$ cat src/rtl/uart_tx_arbiter.sv
// uart_tx_arbiter: shares one UART transmit port among NREQ byte-stream
// requesters. Each requester has a private FIFO. Arbitration is round-robin
// with line locking: the owner keeps the port until it sends LF (0x0A) or
// leaves its FIFO empty for LOCK_TIMEOUT cycles.
// Build option: define ARB_CRLF_EN to expand every LF into CR LF on the wire.
module uart_tx_arbiter #(
    parameter int unsigned NREQ         = 2,
    parameter int unsigned DEPTH        = 4,
    parameter int unsigned LOCK_TIMEOUT = 255
) (
    input  logic              clk,
    input  logic              rst,
    input  logic [NREQ-1:0]   req_wr,
    input  logic [8*NREQ-1:0] req_data,
    output logic [NREQ-1:0]   req_full,
    input  logic              tx_full,
    output logic              tx,
    output logic [7:0]        tx_data,
    output logic [NREQ-1:0]   grant,
    output logic [NREQ-1:0]   ovf,
    input  logic              ovf_clr
);

    localparam int unsigned AW = $clog2(DEPTH);
    localparam int unsigned PW = AW + 1;
    localparam int unsigned IW = (NREQ > 1) ? $clog2(NREQ) : 1;
    localparam int unsigned CW = 16;
    localparam logic [7:0]  LF_BYTE = 8'h0A;
`ifdef ARB_CRLF_EN
    localparam logic [7:0]  CR_BYTE = 8'h0D;

    typedef enum logic [1:0] {S_IDLE, S_SEND, S_LF} state_t;
`else
    typedef enum logic [0:0] {S_IDLE, S_SEND} state_t;
`endif

    logic [7:0]      mem    [NREQ][DEPTH];
    logic [PW-1:0]   wr_ptr [NREQ];
    logic [PW-1:0]   rd_ptr [NREQ];
    logic [PW-1:0]   wr_nxt [NREQ];
    logic [PW-1:0]   rd_nxt [NREQ];
    logic [NREQ-1:0] empty;
    logic [NREQ-1:0] push;
    logic [NREQ-1:0] pop;
    logic [NREQ-1:0] full_nxt;
    logic [NREQ-1:0] avail;

    state_t          state;
    state_t          state_n;
    logic [IW-1:0]   owner;
    logic [IW-1:0]   owner_n;
    logic [IW-1:0]   rr_ptr;
    logic [IW-1:0]   rr_n;
    logic [IW-1:0]   pick;
    logic            pick_vld;
    logic [CW-1:0]   idle_cnt;
    logic [CW-1:0]   cnt_n;
    logic [CW-1:0]   cnt_inc;
    logic            rel;
    logic            tx_n;
    logic [7:0]      data_n;
    logic [7:0]      head;
    logic [NREQ-1:0] grant_n;

    // Requester index advanced by off with wrap at NREQ.
    function automatic logic [IW-1:0] wrap_inc(input logic [IW-1:0] base, input int unsigned off);
        int unsigned s;
        s = 32'(base) + off;
        if (s >= NREQ) s = s - NREQ;
        return IW'(s);
    endfunction

    // A write is stored only when the registered full flag is clear.
    assign push    = req_wr & ~req_full;
    assign head    = mem[owner][rd_ptr[owner][AW-1:0]];
    assign cnt_inc = idle_cnt + CW'(1);

    // FIFO empty flags from current pointers.
    always_comb begin
        for (int i = 0; i < NREQ; i++) begin
            empty[i] = (wr_ptr[i] == rd_ptr[i]);
        end
    end

    // Next pointers and next-cycle full (MSB differs, index bits equal).
    always_comb begin
        for (int i = 0; i < NREQ; i++) begin
            wr_nxt[i]   = wr_ptr[i] + PW'(push[i]);
            rd_nxt[i]   = rd_ptr[i] + PW'(pop[i]);
            full_nxt[i] = (wr_nxt[i][AW] != rd_nxt[i][AW]) &&
                          (wr_nxt[i][AW-1:0] == rd_nxt[i][AW-1:0]);
        end
    end

    // FIFO storage; written bytes need no reset.
    always_ff @(posedge clk) begin
        for (int i = 0; i < NREQ; i++) begin
            if (push[i]) mem[i][wr_ptr[i][AW-1:0]] <= req_data[8*i +: 8];
        end
    end

    // FIFO pointers and registered full flags.
    always_ff @(posedge clk or negedge rst) begin
        if (!rst) begin
            for (int i = 0; i < NREQ; i++) begin
                wr_ptr[i] <= '0;
                rd_ptr[i] <= '0;
            end
            req_full <= '0;
        end else begin
            for (int i = 0; i < NREQ; i++) begin
                wr_ptr[i] <= wr_nxt[i];
                rd_ptr[i] <= rd_nxt[i];
            end
            req_full <= full_nxt;
        end
    end

    // Sticky overflow; a clear wins over a same-cycle overflow.
    always_ff @(posedge clk or negedge rst) begin
        if (!rst) begin
            ovf <= '0;
        end else if (ovf_clr) begin
            ovf <= '0;
        end else begin
            ovf <= ovf | (req_wr & req_full);
        end
    end

    // Round-robin pick: first requester with data (or a write landing now) from rr_ptr upward.
    always_comb begin
        avail    = ~empty | push;
        pick     = '0;
        pick_vld = 1'b0;
        for (int unsigned k = 0; k < NREQ; k++) begin
            if (!pick_vld && avail[wrap_inc(rr_ptr, k)]) begin
                pick     = wrap_inc(rr_ptr, k);
                pick_vld = 1'b1;
            end
        end
    end

    // Next-state and output logic; grant stays up through the final strobe of a line.
    always_comb begin
        state_n = state;
        owner_n = owner;
        rr_n    = rr_ptr;
        cnt_n   = idle_cnt;
        grant_n = grant;
        tx_n    = 1'b0;
        data_n  = tx_data;
        pop     = '0;
        rel     = 1'b0;
        case (state)
            S_IDLE: begin
                grant_n = '0;
                if (pick_vld) begin
                    state_n = S_SEND;
                    owner_n = pick;
                    grant_n = NREQ'(1) << pick;
                    cnt_n   = '0;
                end
            end
            S_SEND: begin
                if (empty[owner]) begin
                    cnt_n = cnt_inc;
                    if (cnt_inc == CW'(LOCK_TIMEOUT)) rel = 1'b1;
                end else if (!tx_full) begin
                    tx_n  = 1'b1;
                    cnt_n = '0;
`ifdef ARB_CRLF_EN
                    if (head == LF_BYTE) begin
                        data_n  = CR_BYTE;
                        state_n = S_LF;
                    end else begin
                        data_n     = head;
                        pop[owner] = 1'b1;
                    end
`else
                    data_n     = head;
                    pop[owner] = 1'b1;
                    rel        = (head == LF_BYTE);
`endif
                end
            end
`ifdef ARB_CRLF_EN
            S_LF: begin
                if (!tx_full) begin
                    tx_n       = 1'b1;
                    data_n     = LF_BYTE;
                    pop[owner] = 1'b1;
                    rel        = 1'b1;
                end
            end
`endif
            default: state_n = S_IDLE;
        endcase
        if (rel) begin
            state_n = S_IDLE;
            rr_n    = wrap_inc(owner, 1);
            cnt_n   = '0;
            grant_n = tx_n ? grant : '0;
        end
    end

    // State, arbitration and output registers.
    always_ff @(posedge clk or negedge rst) begin
        if (!rst) begin
            state    <= S_IDLE;
            owner    <= '0;
            rr_ptr   <= '0;
            idle_cnt <= '0;
            grant    <= '0;
            tx       <= 1'b0;
            tx_data  <= '0;
        end else begin
            state    <= state_n;
            owner    <= owner_n;
            rr_ptr   <= rr_n;
            idle_cnt <= cnt_n;
            grant    <= grant_n;
            tx       <= tx_n;
            tx_data  <= data_n;
        end
    end

endmodule

$ cat config.mk
export PLATFORM = sky130hd
export DESIGN_NAME = uart_tx_arbiter
export DESIGN_NICKNAME = d
export VERILOG_FILES = /design/src/rtl/uart_tx_arbiter.sv
export SDC_FILE = /design/constraint.sdc
export NUM_CORES = 1
export LEC_CHECK = 0
export BUFFER_PORTS_ARGS = -buffer_cell sky130_fd_sc_hd__buf_2
export CORE_MARGIN = 5
export CORE_UTILIZATION = 30
export CTS_CLUSTER_SIZE = 20
export DETAILED_ROUTE_END_ITERATION = 7
export PLACE_DENSITY = 0.53
export SLEW_MARGIN = 40
export SYNTH_ARGS = -nofsm -noshare
export SYNTH_HDL_FRONTEND = slang
export SYNTH_SLANG_ARGS = --single-unit
$ cat constraint.sdc
create_clock -name clk -period 6.38 [get_ports clk]
set_input_delay 0.319 -clock clk [delete_from_list [all_inputs] [get_ports clk]]
set_output_delay 0.319 -clock clk [all_outputs]
set_load 0.02 [all_outputs]
Word-level counts from Yosys, hierarchy flattened
Memory sizes are Yosys's and may differ from the RTL's.
Cells that the tools add are included.
Word-level totals
  flip-flop bits (word level): 46
  memory bits (writable): 64
  bits of input ports: 22
  output and inout bits: 15
  logic and storage cells: 126
  memories: 1
Cells by class
  add/sub/neg operators: 10
  magnitude comparators: 13
  eq/ne operators: 12
  shift operators: 1
  muxes and demuxes: 52
  bitwise logic cells: 13
  reduce and logical (&&, ||, !) cells: 11
Memory list
  mem: depth 2, bits a word 32, rd ports 1, clocked after Yosys merged registers in 0, write ports 2, line 37  | logic [7:0] mem [NREQ][DEPTH];
Operator list (number)
  $mux W16: 4
  $mux W32: 2
  $demux W8 S2: 2
  $mux W8: 4
  $pmux W16 S2: 1
  $mux W1: 26
  $mux W2: 11
  $add A16 B1 Y16 const B: 1
  $bmux W8 S2: 1
  $eq A16 B8 Y1 const B: 1
  $add A3 B1 Y3: 4
  $ge A3 B3 Y1 const B: 3
  $not A2 Y3: 3
  $eq A8 B4 Y1 const B: 1
  $eq A3 B3 Y1: 2
  $ge A2 B2 Y1 const B: 3
  $logic_and A1 B1 Y1: 6
  $lt A1 B2 Y1 const B: 3
  $lt A3 B1 Y1 const B: 2
  $reduce_and A2 Y1: 3
  $add A1 B1 Y2 const B: 2
  $and A2 B2 Y2: 2
  $eq A2 B2 Y1: 2
  $ne A4 B2 Y1 const B: 1
  other kinds (15): 22

Longest topological paths before layout
Gate-level depths: netlist of run 1.
  word-level depth: 14
  gate-level depth with buffers: 9
  mapped depth without buffers: 8

Worst setup path after synthesis of run 1
Ideal clock, no wire load.
  path type: reg2reg
  start point: register rd_ptr[0] (netlist name)
  end point: register rr_ptr
  setup time: 0.079 ns
  arrival time: 2.175 ns
  data required time: 6.301 ns
  path slack: 4.125 ns
  cell stages (with the launch flop): 9
  buffers on the path: 1
  clock period less this slack: 2.255 ns
  cell sequence: dfrtp_1 > buf_6 > mux4_2 > mux2_2 > nor2_1 > nand3_1 > or4_1 > a21boi_2 > mux2i_1
On the way
  word-level cells in the longest chain between the ends: 11
  elaborated cells on any way between the ends: 14
  those cells by class: eq/ne: 2; mux: 11; bitwise: 1
Ends and longest elaborated chain
  from (decl): line 39  | logic [PW-1:0] rd_ptr [NREQ];
  from (signal, indexed assignment): line 113  | rd_ptr[i] <= rd_nxt[i];
  $mux W2 (implied by the code) (3 in series): line 75  | assign head = mem[owner][rd_ptr[owner][AW-1:0]];
  $not A2 Y3 (implied by the code): line 75
  $bmux W8 S2: line 75
  $mux W8 (implied by the code) (2 in series): line 75
  $eq A8 B4 Y1: line 182  | rel = (head == LF_BYTE);
  $mux W1: line 168  | end else if (!tx_full) begin
  $mux W1 (*): line 165  | if (empty[owner]) begin
  $mux W1 (*): line 154  | case (state)
  to (signal assigned): line 219  | rr_ptr <= rr_n;
  to (decl): line 52  | logic [IW-1:0] rr_ptr;
Every way passes the cells marked *; elsewhere a longest branch is shown, timed or not. The select of a mux whose other input is x is not followed.
A chain may end at the register's enable or synchronous reset.

Worst setup path after layout of run 1
  start point: register rd_ptr[4] (netlist name)
  end point: register idle_cnt[8]
On the way
  word-level cells in the longest chain between the ends: 13
  elaborated cells on any way between the ends: 30
  those cells by class: eq/ne: 4; mux: 20; bitwise: 3; reduce/logical: 3
Ends and longest elaborated chain
  $mux W2 (implied by the code) (3 in series): line 75
  $not A2 Y3 (implied by the code): line 75
  $bmux W8 S2: line 75
  $mux W8 (implied by the code) (2 in series): line 75
  $eq A8 B4 Y1: line 182
  $mux W1: line 168
  $mux W1: line 165
  $mux W1: line 154
  $ne A4 B2 Y1 (no line) / $ne A3 B3 Y1 (equally long branches)
  $reduce_and A2 Y1 (no line)
  to (signal assigned): line 220  | idle_cnt <= cnt_n;
  to (decl): line 56  | logic [CW-1:0] idle_cnt;
Parallel ways exist; a longest one is shown, timed or not. The select of a mux whose other input is x is not followed.

==> flow_metrics.env, run 1 <==
export IMPL_crit_chain="xor2_1, nor3_1, a21boi_1, nor4_1, a31o_2, o21bai_1, a21o_1"
export IMPL_final_setup_tns_ns=0
export IMPL_worstMarginPinSlew_ns=0.840
export IMPL_violations="hold timing"
export IMPL_num_rows=47
export IMPL_critPathMaxStageDelay_ns=0.89
export IMPL_period_share=0.433
export IMPL_hp_class="in -> async"
export IMPL_ctsHoldBuffers=0
export IMPL_crit_path_end_kind="flop"
export IMPL_fill_cells=1592
export IMPL_start_util=0.302
export IMPL_areaGrowthSynthToFinish_pct=13.9
export IMPL_clock_sinks=110
export IMPL_dp_hpwl_um=7060
export IMPL_yosysSeqAreaShare=0.620
export IMPL_wl_per_cell_um=15.7
export IMPL_instances_no_fill=631
export IMPL_finalSetupViolCount=0
export IMPL_p_seq_frac=0.439
export IMPL_critPathMaxFanout=16
export IMPL_p_total_mw=2.47
export IMPL_synthCells=375
export IMPL_layout_common_cells="edfxtp_1 (64), dfrtp_1 (46), buf_2 (35)"
export IMPL_syn_area_mm2=0.00495
export IMPL_drt_vias_per_instance=4.75
export IMPL_switching_share=0.345
export IMPL_clock_skew_ns=0.00785
export IMPL_die_x_um=138
export IMPL_ys_ff_latch=110
export IMPL_cts_tree="done"
export IMPL_dp_cells=615
export IMPL_grt_pass1_wl_um=16200
export IMPL_critPathKind="reg -> reg"
export IMPL_ys_flop_type="edfxtp_1"
export IMPL_postCtsSetupRepairBufs=0
export IMPL_root_buffer="clkbuf_16"
export IMPL_drc=0
export IMPL_whs_ns=-0.0194
export IMPL_cts_resized=0
export IMPL_place_gp_congestion=0.749
export IMPL_leakage_nw=2.16
export IMPL_rsz0062_at_grt="no"
export IMPL_fmax_mhz=362
export IMPL_clkPwrFrac=0.247
export IMPL_grt_overflow=0
export IMPL_clock_path_buffers=2
export IMPL_clock_latency_ns=0.34
export IMPL_diodes=0
export IMPL_antenna_found_initial=2
export IMPL_switchingPower_uw=853
export IMPL_p_int_mw=1.62
export IMPL_async_reset_ff_frac=0.418
export IMPL_crit_buf_inv=0
export IMPL_synth_nets=407
export IMPL_worstPathRequired_ns=6.61
export IMPL_final_common_cell="edfxtp_1"
export IMPL_layout_nets=438
export IMPL_first_global_vias=3070
export IMPL_maxSlewHeadroom=0.440
export IMPL_dieArea_mm2=0.0192
export IMPL_powerDensity_mw_per_mm2=438
export IMPL_track_usage=0.106
export IMPL_place_area_mm2=0.00531
export IMPL_critPathTopFamily="compound AO/OA/AOI/OAI gates"
export IMPL_cap_viol_max_count=0
export IMPL_drive_above_1_share=0.175
export IMPL_grt_max_degree=47
export IMPL_cts_htree_levels=3
export IMPL_floorplan_io_pins=37
export IMPL_crit_path_start_kind="flop"
export IMPL_numPortBuffers=36
export IMPL_finalWirelength_um=9900
export IMPL_synth_cell_types=49
export IMPL_yosys_warnings=0
export IMPL_cts_made_buffers=9
export IMPL_core_area_mm2=0.0164
export IMPL_fin_ws_ns=3.62
export IMPL_num_vias=2995
export IMPL_peakVddDrop_mv=0.168
export IMPL_final_util=0.344
export IMPL_firstDrtPassIters=4
export IMPL_comb_power_share=0.314
export IMPL_crit_slowest_cell="dfrtp_1"
export IMPL_avgSynthCellArea_um2=13.2
export IMPL_fin_crit_ns=2.76
export IMPL_path_clk_slew_ns=0.07
export IMPL_fp_dieH_um=138
export IMPL_cp_arrival_ns=2.99
export IMPL_finalInstanceArea_mm2=0.00564
export IMPL_synth_edf_count=64
export IMPL_dp_slack_ns=3.44
export IMPL_hold_violations=13
export IMPL_status="complete, but fails checks"
export IMPL_drt_iter0_drc=248
export IMPL_drtAntennaViolNets=0
export IMPL_drv_slew=0
-- sequential cells by signal, indices dropped and copies added (netlist names) --
register,count
mem,64
idle_cnt,16
tx_data,8
rd_ptr,6
wr_ptr,6
grant,2
ovf,2
req_full,2
owner,1
rr_ptr,1
state,1
tx,1
-- synth_stat cells (4+ instances only) --
library cell,instances,share of area
a21o_1,4,0.0061
a22oi_1,5,0.0076
nand2b_1,9,0.011
mux2_2,7,0.016
xnor2_1,9,0.016
edfxtp_1,64,0.39
nor2_1,25,0.019
xor2_1,10,0.018
buf_2,7,0.0071
nand2_1,34,0.026
nand3_1,17,0.017
mux4_2,4,0.018
nor4_1,5,0.0063
o22ai_1,4,0.0051
nor3_1,6,0.0061
o21ai_0,16,0.016
clkbuf_1,4,0.0030
and3_1,4,0.0051
nand4_1,5,0.0063
a21oi_1,14,0.014
or3_1,4,0.0051
ha_1,10,0.025
dfrtp_1,46,0.23
nor2b_1,4,0.0051
mux4_1,6,0.032
nor3b_1,5,0.0076
mux2i_1,14,0.028
-- layout make-up --
type	count	area, µm²	area share
clock buffers	9	225	0.0399
well taps	220	275	0.0488
inverters	3	11.3	0.00200
flip-flops and latches	110	3070	0.544
multi-input cells	244	1760	0.312
repair buffers	38	198	0.0350
clock inverters	7	101	0.0180
-- worst register-to-register path, cell delays in order (launching register included) --
cell and delay [ns]:
dfrtp_1 0.89, xor2_1 0.19, nor3_1 0.28, a21boi_1 0.21
nor4_1 0.39, a31o_2 0.40, o21bai_1 0.11, a21o_1 0.18
-- layer usage --
metal,wire [µm],part of all wire,track usage,vias up
met1,4680,0.47,0.137,1489
li1,-,-,-,1453
met4,116,0.012,0.0374,4
met2,4740,0.48,0.171,37
met3,342,0.035,0.0287,12
met5,27,0.0027,0,-
-- power groups by stage --
stage / sequential [mW] / combinational, mW / clock, mW
final: 1.08 / 0.775 / 0.610
after detailed placement: 1.11 / 0.788 / 0
after global routing: 1.11 / 0.857 / 0.659
after global placement: 1.10 / 0.777 / 0
after CTS: 1.09 / 0.792 / 0.626
after floorplan: 1.07 / 0.589 / 0
-- worst paths after layout --
path                            cells after the start      start          end  slack [ns]
worst max-delay path                                7  rd_ptr[4]  idle_cnt[8]        3.62
worst min-delay path                                1        rst       ovf[1]       -0.02
worst max register to register                      7  rd_ptr[4]  idle_cnt[8]        3.62
worst min register to register                      2     ovf[1]       ovf[1]        0.51
max in group asynchronous                           1        rst    wr_ptr[4]        5.97
min in group clk                                    2    ovf_clr       ovf[0]        0.13
-- cells by family after synthesis --
logic type      count (synthesis)  share of synthesized area
simple gates                  127                      0.128
flops                         110                      0.620
mux                            31                     0.0942
fa+ha+maj                      10                     0.0253
xor+xnor                       19                     0.0336
compound gates                 57                     0.0733
buf+inv                        21                     0.0253
Note: power is estimated with default switching activity, not from simulation.
==> run 2: changes to the inputs <==
Clock period 6.38 ns to 2.8 ns, I/O delays scaled along.
==> run 2 against run 1 <==
  * The flow now finishes without violations
  * Via count rose by 3.6%
  * Final cell count rose by 4.0%
  * Final area rose by 3.8%
  * Combinational power rose by 140%
  * Critical path depth did not move
  * Sequential power rose by 120%
==> flow_metrics.env, run 2 (synthesis results as in run 1) <==
export IMPL_clock_sinks=110
export IMPL_final_util=0.357
export IMPL_grt_pass1_wl_um=16600
export IMPL_drt_vias_per_instance=4.73
export IMPL_finalInstanceArea_mm2=0.00586
export IMPL_diodes=0
export IMPL_leakage_nw=2.27
export IMPL_worstPathRequired_ns=3.05
export IMPL_wl_per_cell_um=15.6
export IMPL_largest_reg_flops=64
export IMPL_dp_cells=627
export IMPL_final_common_cell="edfxtp_1"
export IMPL_peakVddDrop_mv=0.396
export IMPL_drive_above_1_share=0.190
export IMPL_dp_hpwl_um=7360
export IMPL_rsz0062_at_grt="no"
export IMPL_place_area_mm2=0.00540
export IMPL_fmax_mhz=395
export IMPL_areaGrowthSynthToFinish_pct=18.2
export IMPL_first_global_vias=3098
export IMPL_drt_iter0_drc=189
export IMPL_dieArea_mm2=0.0192
export IMPL_crit_path_start_kind="flop"
export IMPL_clock_path_buffers=2
export IMPL_clock_latency_ns=0.35
export IMPL_status="completed"
export IMPL_layout_nets=463
export IMPL_finalWirelength_um=10200
export IMPL_num_rows=47
export IMPL_drv_slew=0
export IMPL_cts_htree_levels=3
export IMPL_critPathMaxFanout=15
export IMPL_cts_made_buffers=9
export IMPL_period_share=0.904
export IMPL_maxSlewHeadroom=0.618
export IMPL_critPathKind="reg -> reg"
export IMPL_dr_wl_met3_um=447
export IMPL_hold_violations=0
export IMPL_m1WireLength_um=4720
export IMPL_cts_tree="done"
export IMPL_layout_common_cells="edfxtp_1 (64), dfrtp_1 (45), buf_2 (36)"
export IMPL_core_area_mm2=0.0164
export IMPL_numPortBuffers=36
export IMPL_fp_dieH_um=138
export IMPL_fin_crit_ns=2.53
export IMPL_drtAntennaViolNets=0
export IMPL_start_util=0.302
export IMPL_clock_skew_ns=0.00603
export IMPL_floorplan_io_pins=37
export IMPL_firstDrtPassIters=4
export IMPL_path_clk_slew_ns=0.07
export IMPL_grt_overflow=0
export IMPL_wl_met2_um=4880
export IMPL_cap_viol_max_count=0
export IMPL_finalSetupViolCount=0
export IMPL_die_x_um=138
export IMPL_place_gp_congestion=0.741
export IMPL_crit_path_end_kind="flop"
export IMPL_root_buffer="clkbuf_16"
export IMPL_final_setup_tns_ns=0
export IMPL_grt_max_degree=25
export IMPL_num_vias=3103
export IMPL_postCtsSetupRepairBufs=0
export IMPL_cp_arrival_ns=2.78
export IMPL_worstMarginPinSlew_ns=0.574
export IMPL_powerDensity_mw_per_mm2=970
export IMPL_instances_no_fill=656
export IMPL_highest_layer="met5"
export IMPL_track_usage=0.112
export IMPL_drc=0
export IMPL_hp_class="in -> reg"
export IMPL_antenna_found_initial=1
==> run 2: area by class of cell <==
class / count / area [µm²]
Clock buffer: 9 / 225
Timing Repair Buffer: 63 / 415
Tap cell: 220 / 275
Sequential cell: 110 / 3070
Inverter: 3 / 11.3
Multi-Input combinational cell: 244 / 1760
Fill cell: 1589 / 10600
Clock inverter: 7 / 100
==> run 2: per-layer routing <==
metal  up-vias  global-route usage
met5         -                   0
met4         2              0.0390
met3        13              0.0356
met2        53               0.175
met1      1528               0.147
li1       1507                   -
==> run 2: path summary, 6_finish.rpt <==
check / from / to / slack (ns) / cells past startpoint
min in group asynchronous: rst / idle_cnt[12] / 0.31 / 2
max: idle_cnt[5] / idle_cnt[8] / 0.27 / 7
max reg2reg: idle_cnt[5] / idle_cnt[8] / 0.27 / 7
min: req_data[7] / mem[0][7] / 0.01 / 1
min reg2reg: ovf[1] / ovf[1] / 0.49 / 2
max in group asynchronous: rst / wr_ptr[3] / 1.73 / 3
==> run 2: critical path, cell delays in order (launching register included) <==
cell and delay (ns):
dfrtp_1 0.50, nand4_1 0.31, nor4_1 0.44, nand3_1 0.13
a22oi_1 0.35, a31o_2 0.42, o21bai_1 0.10, a21o_1 0.18
==> run 2: stage by stage <==
step	hold WS (ns)	power, mW	setup WS [ns]
final	0.0115	5.68	0.270
after global routing	0.0000934	6.06	0.102
after CTS	0.00276	5.77	0.105
after detailed placement	0.180	4.36	0.100
after global placement	0.170	4.33	0.162
after floorplan	-0.156	3.78	0.545
==> run 2: power by group <==
part	switching [mW]	total (mW)	internal (mW)	leakage, nW
clock	0.601	1.39	0.794	0.156
combinational	1.04	1.86	0.817	0.953
sequential	0.311	2.43	2.12	1.16
==> run 2: what timing repair did <==
item,CTS,global route
setup endpoints to repair,0,1
hold buffers,12,1
gates resized for setup,0,1
endpoints found under the hold margin,64,4
